### src/rtl/i2s_adc_receiver.sv
// I2S master receiver for a stereo line-in ADC: generates MCLK/SCK/LRCK, deserialises SDOUT, publishes L/R pairs.
// Optional build macro I2S_RX_MONO_EN adds sample_mono, the average of the published left and right samples.
module i2s_adc_receiver #(
    parameter int DATA_W        = 16,
    parameter int WARMUP_FRAMES = 2
) (
    input  logic                     clk,
    input  logic                     rst,
    input  logic                     audio_sdout,
    output logic                     audio_mclk,
    output logic                     audio_lrck,
    output logic                     audio_sck,
    output logic signed [DATA_W-1:0] sample_left,
    output logic signed [DATA_W-1:0] sample_right,
    output logic                     sample_valid,
    input  logic                     sample_ready,
`ifdef I2S_RX_MONO_EN
    output logic signed [DATA_W-1:0] sample_mono,
`endif
    output logic                     overrun
);

    localparam logic [4:0] DW5       = 5'(DATA_W);
    localparam logic [8:0] LEFT_END  = {1'b0, DW5, 3'd7};
    localparam logic [8:0] FRAME_END = {1'b1, DW5, 3'd7};
    localparam logic [3:0] WARM_TGT  = 4'(WARMUP_FRAMES);

    localparam logic [0:0] ST_WARMUP = 1'b0;
    localparam logic [0:0] ST_RUN    = 1'b1;

    logic [8:0]               div_cnt;
    logic                     sd_m;
    logic                     sd_s;
    logic [DATA_W-1:0]        shift_reg;
    logic [DATA_W-1:0]        shift_nxt;
    logic signed [DATA_W-1:0] left_hold;
    logic [0:0]               state;
    logic [3:0]               warm_cnt;
    logic [4:0]               slot;
    logic                     strobe;
    logic                     in_word;
    logic                     left_done;
    logic                     frame_evt;
    logic                     publish;

`ifdef I2S_RX_MONO_EN
    // Sum at DATA_W+1 bits, then halve; the result always fits back in DATA_W.
    function automatic logic signed [DATA_W-1:0] mono_avg(
        input logic signed [DATA_W-1:0] a,
        input logic signed [DATA_W-1:0] b
    );
        logic signed [DATA_W:0] sum;
        sum = {a[DATA_W-1], a} + {b[DATA_W-1], b};
        return sum[DATA_W:1];
    endfunction
`endif

    assign slot      = div_cnt[7:3];
    assign strobe    = (div_cnt[2:0] == 3'd7);
    assign in_word   = (slot != 5'd0) && (slot <= DW5);
    assign shift_nxt = (strobe && in_word) ? {shift_reg[DATA_W-2:0], sd_s} : shift_reg;
    assign left_done = (div_cnt == LEFT_END);
    assign frame_evt = (div_cnt == FRAME_END);
    assign publish   = frame_evt && (state == ST_RUN);

    assign audio_mclk = div_cnt[1];
    assign audio_sck  = div_cnt[2];
    assign audio_lrck = div_cnt[8];

    // Clock divider and SDOUT synchroniser
    always_ff @(posedge clk or negedge rst) begin
        if (!rst) begin
            div_cnt <= 9'd0;
            sd_m    <= 1'b0;
            sd_s    <= 1'b0;
        end else begin
            div_cnt <= div_cnt + 9'd1;
            sd_m    <= audio_sdout;
            sd_s    <= sd_m;
        end
    end

    // Deserialiser: one-bit-delayed I2S, MSB first in slot 1
    always_ff @(posedge clk or negedge rst) begin
        if (!rst) begin
            shift_reg <= '0;
            left_hold <= '0;
        end else begin
            shift_reg <= shift_nxt;
            if (left_done) begin
                left_hold <= shift_nxt;
            end
        end
    end

    // Warmup sequencer
    always_ff @(posedge clk or negedge rst) begin
        if (!rst) begin
            state    <= ST_WARMUP;
            warm_cnt <= 4'd0;
        end else if (state == ST_WARMUP) begin
            if (warm_cnt == WARM_TGT) begin
                state <= ST_RUN;
            end else if (frame_evt) begin
                warm_cnt <= warm_cnt + 4'd1;
            end
        end
    end

    // Publish stage and valid/ready handshake
    always_ff @(posedge clk or negedge rst) begin
        if (!rst) begin
            sample_left  <= '0;
            sample_right <= '0;
            sample_valid <= 1'b0;
            overrun      <= 1'b0;
`ifdef I2S_RX_MONO_EN
            sample_mono  <= '0;
`endif
        end else if (publish) begin
            sample_left  <= left_hold;
            sample_right <= shift_nxt;
            sample_valid <= 1'b1;
`ifdef I2S_RX_MONO_EN
            sample_mono  <= mono_avg(left_hold, $signed(shift_nxt));
`endif
            if (sample_valid && !sample_ready) begin
                overrun <= 1'b1;
            end
        end else if (sample_valid && sample_ready) begin
            sample_valid <= 1'b0;
        end
    end

endmodule

### config.mk
export PLATFORM = sky130hd
export DESIGN_NAME = i2s_adc_receiver
export DESIGN_NICKNAME = d
export VERILOG_FILES = /design/src/rtl/i2s_adc_receiver.sv
export SDC_FILE = /design/constraint.sdc
export NUM_CORES = 1
export LEC_CHECK = 0
export CAP_MARGIN = 25
export CORE_MARGIN = 4
export CORE_UTILIZATION = 30
export CTS_CLUSTER_DIAMETER = 100
export DETAILED_ROUTE_END_ITERATION = 16
export GPL_ROUTABILITY_DRIVEN = 1
export PLACE_DENSITY = 0.54
export SLEW_MARGIN = 10
export SYNTH_ARGS = -nofsm -noshare
export SYNTH_HDL_FRONTEND = slang
export SYNTH_SLANG_ARGS = --single-unit
export TNS_END_PERCENT = 10
### constraint.sdc
create_clock -name clk -period 2.43 [get_ports clk]
set_input_delay 0.486 -clock clk [delete_from_list [all_inputs] [get_ports clk]]
set_output_delay 0.486 -clock clk [all_outputs]
set_load 0.02 [all_outputs]
==> flow_metrics.tcl <==
set metrics [dict create \
    slew_viol_final 0 \
    grt_overflow 0 \
    dr_total_vias 1962 \
    synth.avg_cell_area_sq_um 11.1 \
    syn-cell-area_sq_um 3120 \
    holdWs_ns 0.0689 \
    portBuffers 40 \
    critPathRequiredTime_ns 2.65 \
    drive_gt1_share_pct 7.60 \
    cts-htree-levels 3 \
    fp.dieH_um 110 \
    viasPerCell 4.25 \
    grt_setup_unrepaired "no" \
    gr-usage-all-layers_pct 11.0 \
    p_int_mw 1.77 \
    ys.flop_type "dfrtp_1" \
    seq_power_share_pct 60.0 \
    yosys_warnings 0 \
    ioPinCount 41 \
    dp_hpwl_mm 3.90 \
    synth_seq_area_share_pct 65.7 \
    maxSlewHeadroom_pct 56.6 \
    fin_ws_ns 0.183 \
    cts_buffers 9 \
    p_per_area_nw_per_um2 592 \
    initial_core_util_pct 31.4 \
    clkLatencyLatePin_ns 0.34 \
    cts_sinks 82 \
    ys_ff_latch 82 \
    synth_largest_area_cell "dfrtp_1" \
    synth_edf_count 0 \
    maxCapViolCount 0 \
    row_count 36 \
    drtIter0Drc 109 \
    cts_root_buf "clkbuf_8" \
    leakage_nw 1.89 \
    ir_worst_vdd_uv 216 \
    ctsResizeCount 0 \
    synth_commonest_cells "82 x dfrtp_1, 52 x nand2_1, 36 x nor2_1" \
    critPathCaptureType "register" \
    grt_antenna_before_repair 0 \
    power_frac_clock_pct 38.3 \
    drc 0 \
    dp_slack_ns 0.212 \
    fin_nets 332 \
    outcome "complete, no violations" \
    period_share_pct 92.5 \
    clockBufferDepth 2 \
    tritoncts "done" \
    drt-total-wl_mm 5.97 \
    gp_congestion 0.690 \
    final_core_util_pct 38.8 \
    worstPathArrival_ns 2.46 \
    fin_crit_ns 2.25 \
    synth_fp_nets 289 \
    synth_top_area_share_pct 65.7 \
    min_path_type "in2async" \
    switching_share_pct 22.5 \
    dieArea_sq_um 12100 \
    ant_nets 0 \
    grt_pass1_vias 2087 \
    wire_per_inst_um 12.9 \
    drtPass1Iterations 4 \
    syn_inst 281 \
    synth-async-reset-ratio_pct 100 \
    yosysMostFrequentCell "dfrtp_1" \
    synth_cell_types 25 \
    comb_power_share_pct 1.8 \
    cp_max_fo 16 \
    crit_path_start_kind "register" \
    skew_ns 0.00529 \
    grt_pass1_wl_mm 10.2 \
    switchingPower_mw 0.515 \
    post_cts_buffers 0 \
    hold_viol_final 0 \
    coreArea_sq_um 9950 \
    ctsHoldBuffers 0 \
    synthTopCellsByArea "dfrtp_1 66%, nand2_1 6.2%, a21oi_1 5.3%" \
    clkTransAtPathRegs_ns 0.08 \
    die_x_um 110 \
    syn_to_final_growth_pct 23.6 \
    fmax_mhz 445 \
    grt_max_degree 52 \
    crit_type "reg2reg" \
    setup_viol 0 \
    diodes 0 \
    setup_tns_ns 0 \
    tightest_slew_ns 0.652 \
]
## placed cells by master, fill, tap and decap left out, types with 2 or more instances in the layout
cell,netlist,routed
dfrtp_1,82,82
nand2_1,52,52
clkdlybuf4s50_1,0,39
nor2_1,36,36
a21oi_1,33,33
inv_1,19,19
mux2i_1,16,16
clkbuf_8,0,10
xnor2_1,5,5
xor2_1,4,4
ha_1,4,4
nand4_1,3,3
nand3_1,3,3
clkinv_2,0,3
buf_12,1,3
nand2b_1,2,2
nor3_2,0,2
clkinvlp_4,0,2
buf_4,1,2
## cells by family after synthesis
family | synth area share (%)
DFF | 65.7
buffers and inverters | 4.69
adders and majority gates | 1.60
AOI/OAI and AO/OA | 5.53
muxes | 5.85
and+or+nand+nor | 14.1
xor gates and xnor gates | 2.52
## per-layer routing
layer  GRT usage, %  vias to the layer above  wire length [um]
met4           5.52                        0               117
met1           15.7                      930              3090
li1               -                      987                 -
met3           3.03                        8               262
met2           15.4                       37              2500
met5              0                        -                 0
## power groups by stage
| stage | Clock [mW] | Sequential [mW] | Combinational [mW] |
|---|---|---|---|
| floorplan | 0 | 1.40 | 0.00563 |
| global placement | 0 | 1.40 | 0.0434 |
| detailed placement | 0 | 1.40 | 0.0439 |
| CTS | 0.899 | 1.37 | 0.0443 |
| global route | 0.963 | 1.37 | 0.0489 |
| finish | 0.876 | 1.37 | 0.0407 |
## worst paths after layout
| kind | slack (ns) | from | cells after the start | to |
|---|---|---|---|---|
| max | 0.18 | div_cnt[3]$_DFF_PN0_ | 5 | left_hold[0]$_DFFE_PN0N_ |
| max in group asynchronous | 1.75 | rst | 2 | left_hold[3]$_DFFE_PN0N_ |
| max reg2reg | 0.18 | div_cnt[3]$_DFF_PN0_ | 5 | left_hold[0]$_DFFE_PN0N_ |
| min in group clk | 0.36 | sd_m$_DFF_PN0_ | 0 | sd_s$_DFF_PN0_ |
| min reg2reg | 0.36 | sd_m$_DFF_PN0_ | 0 | sd_s$_DFF_PN0_ |
| min | 0.07 | rst | 1 | div_cnt[0]$_DFF_PN0_ |
## per-stage QoR
| stage | total power [mW] | instance area [sq um] | cells |
|---|---|---|---|
| 6_report | 2.29 | 3860 | 462 |
| 5_1_grt | 2.38 | 3860 | 462 |
| 4_1_cts | 2.32 | 3860 | 462 |
| 3_5_place_dp | 1.44 | 3690 | 446 |
| 3_3_place_gp | 1.44 | 3690 | 446 |
| 2_1_floorplan | 1.40 | 3120 | 281 |
## final cells by class
cell class | count | area [sq um]
inverter | 19 | 71.3
tap | 133 | 166
multi-input combinational | 168 | 936
clock buffer | 11 | 141
fill | 1000 | 6090
timing repair buffer | 44 | 465
clock inverter | 5 | 30.0
sequential | 82 | 2050
## worst max-delay path: stages, from the launching register on
cell and delay (ns):
dfrtp_1 0.43, or4_1 0.72, mux2i_4 0.25, buf_12 0.19, mux2i_1 0.40, a21oi_1 0.11
(Power assumes the default switching activity.)
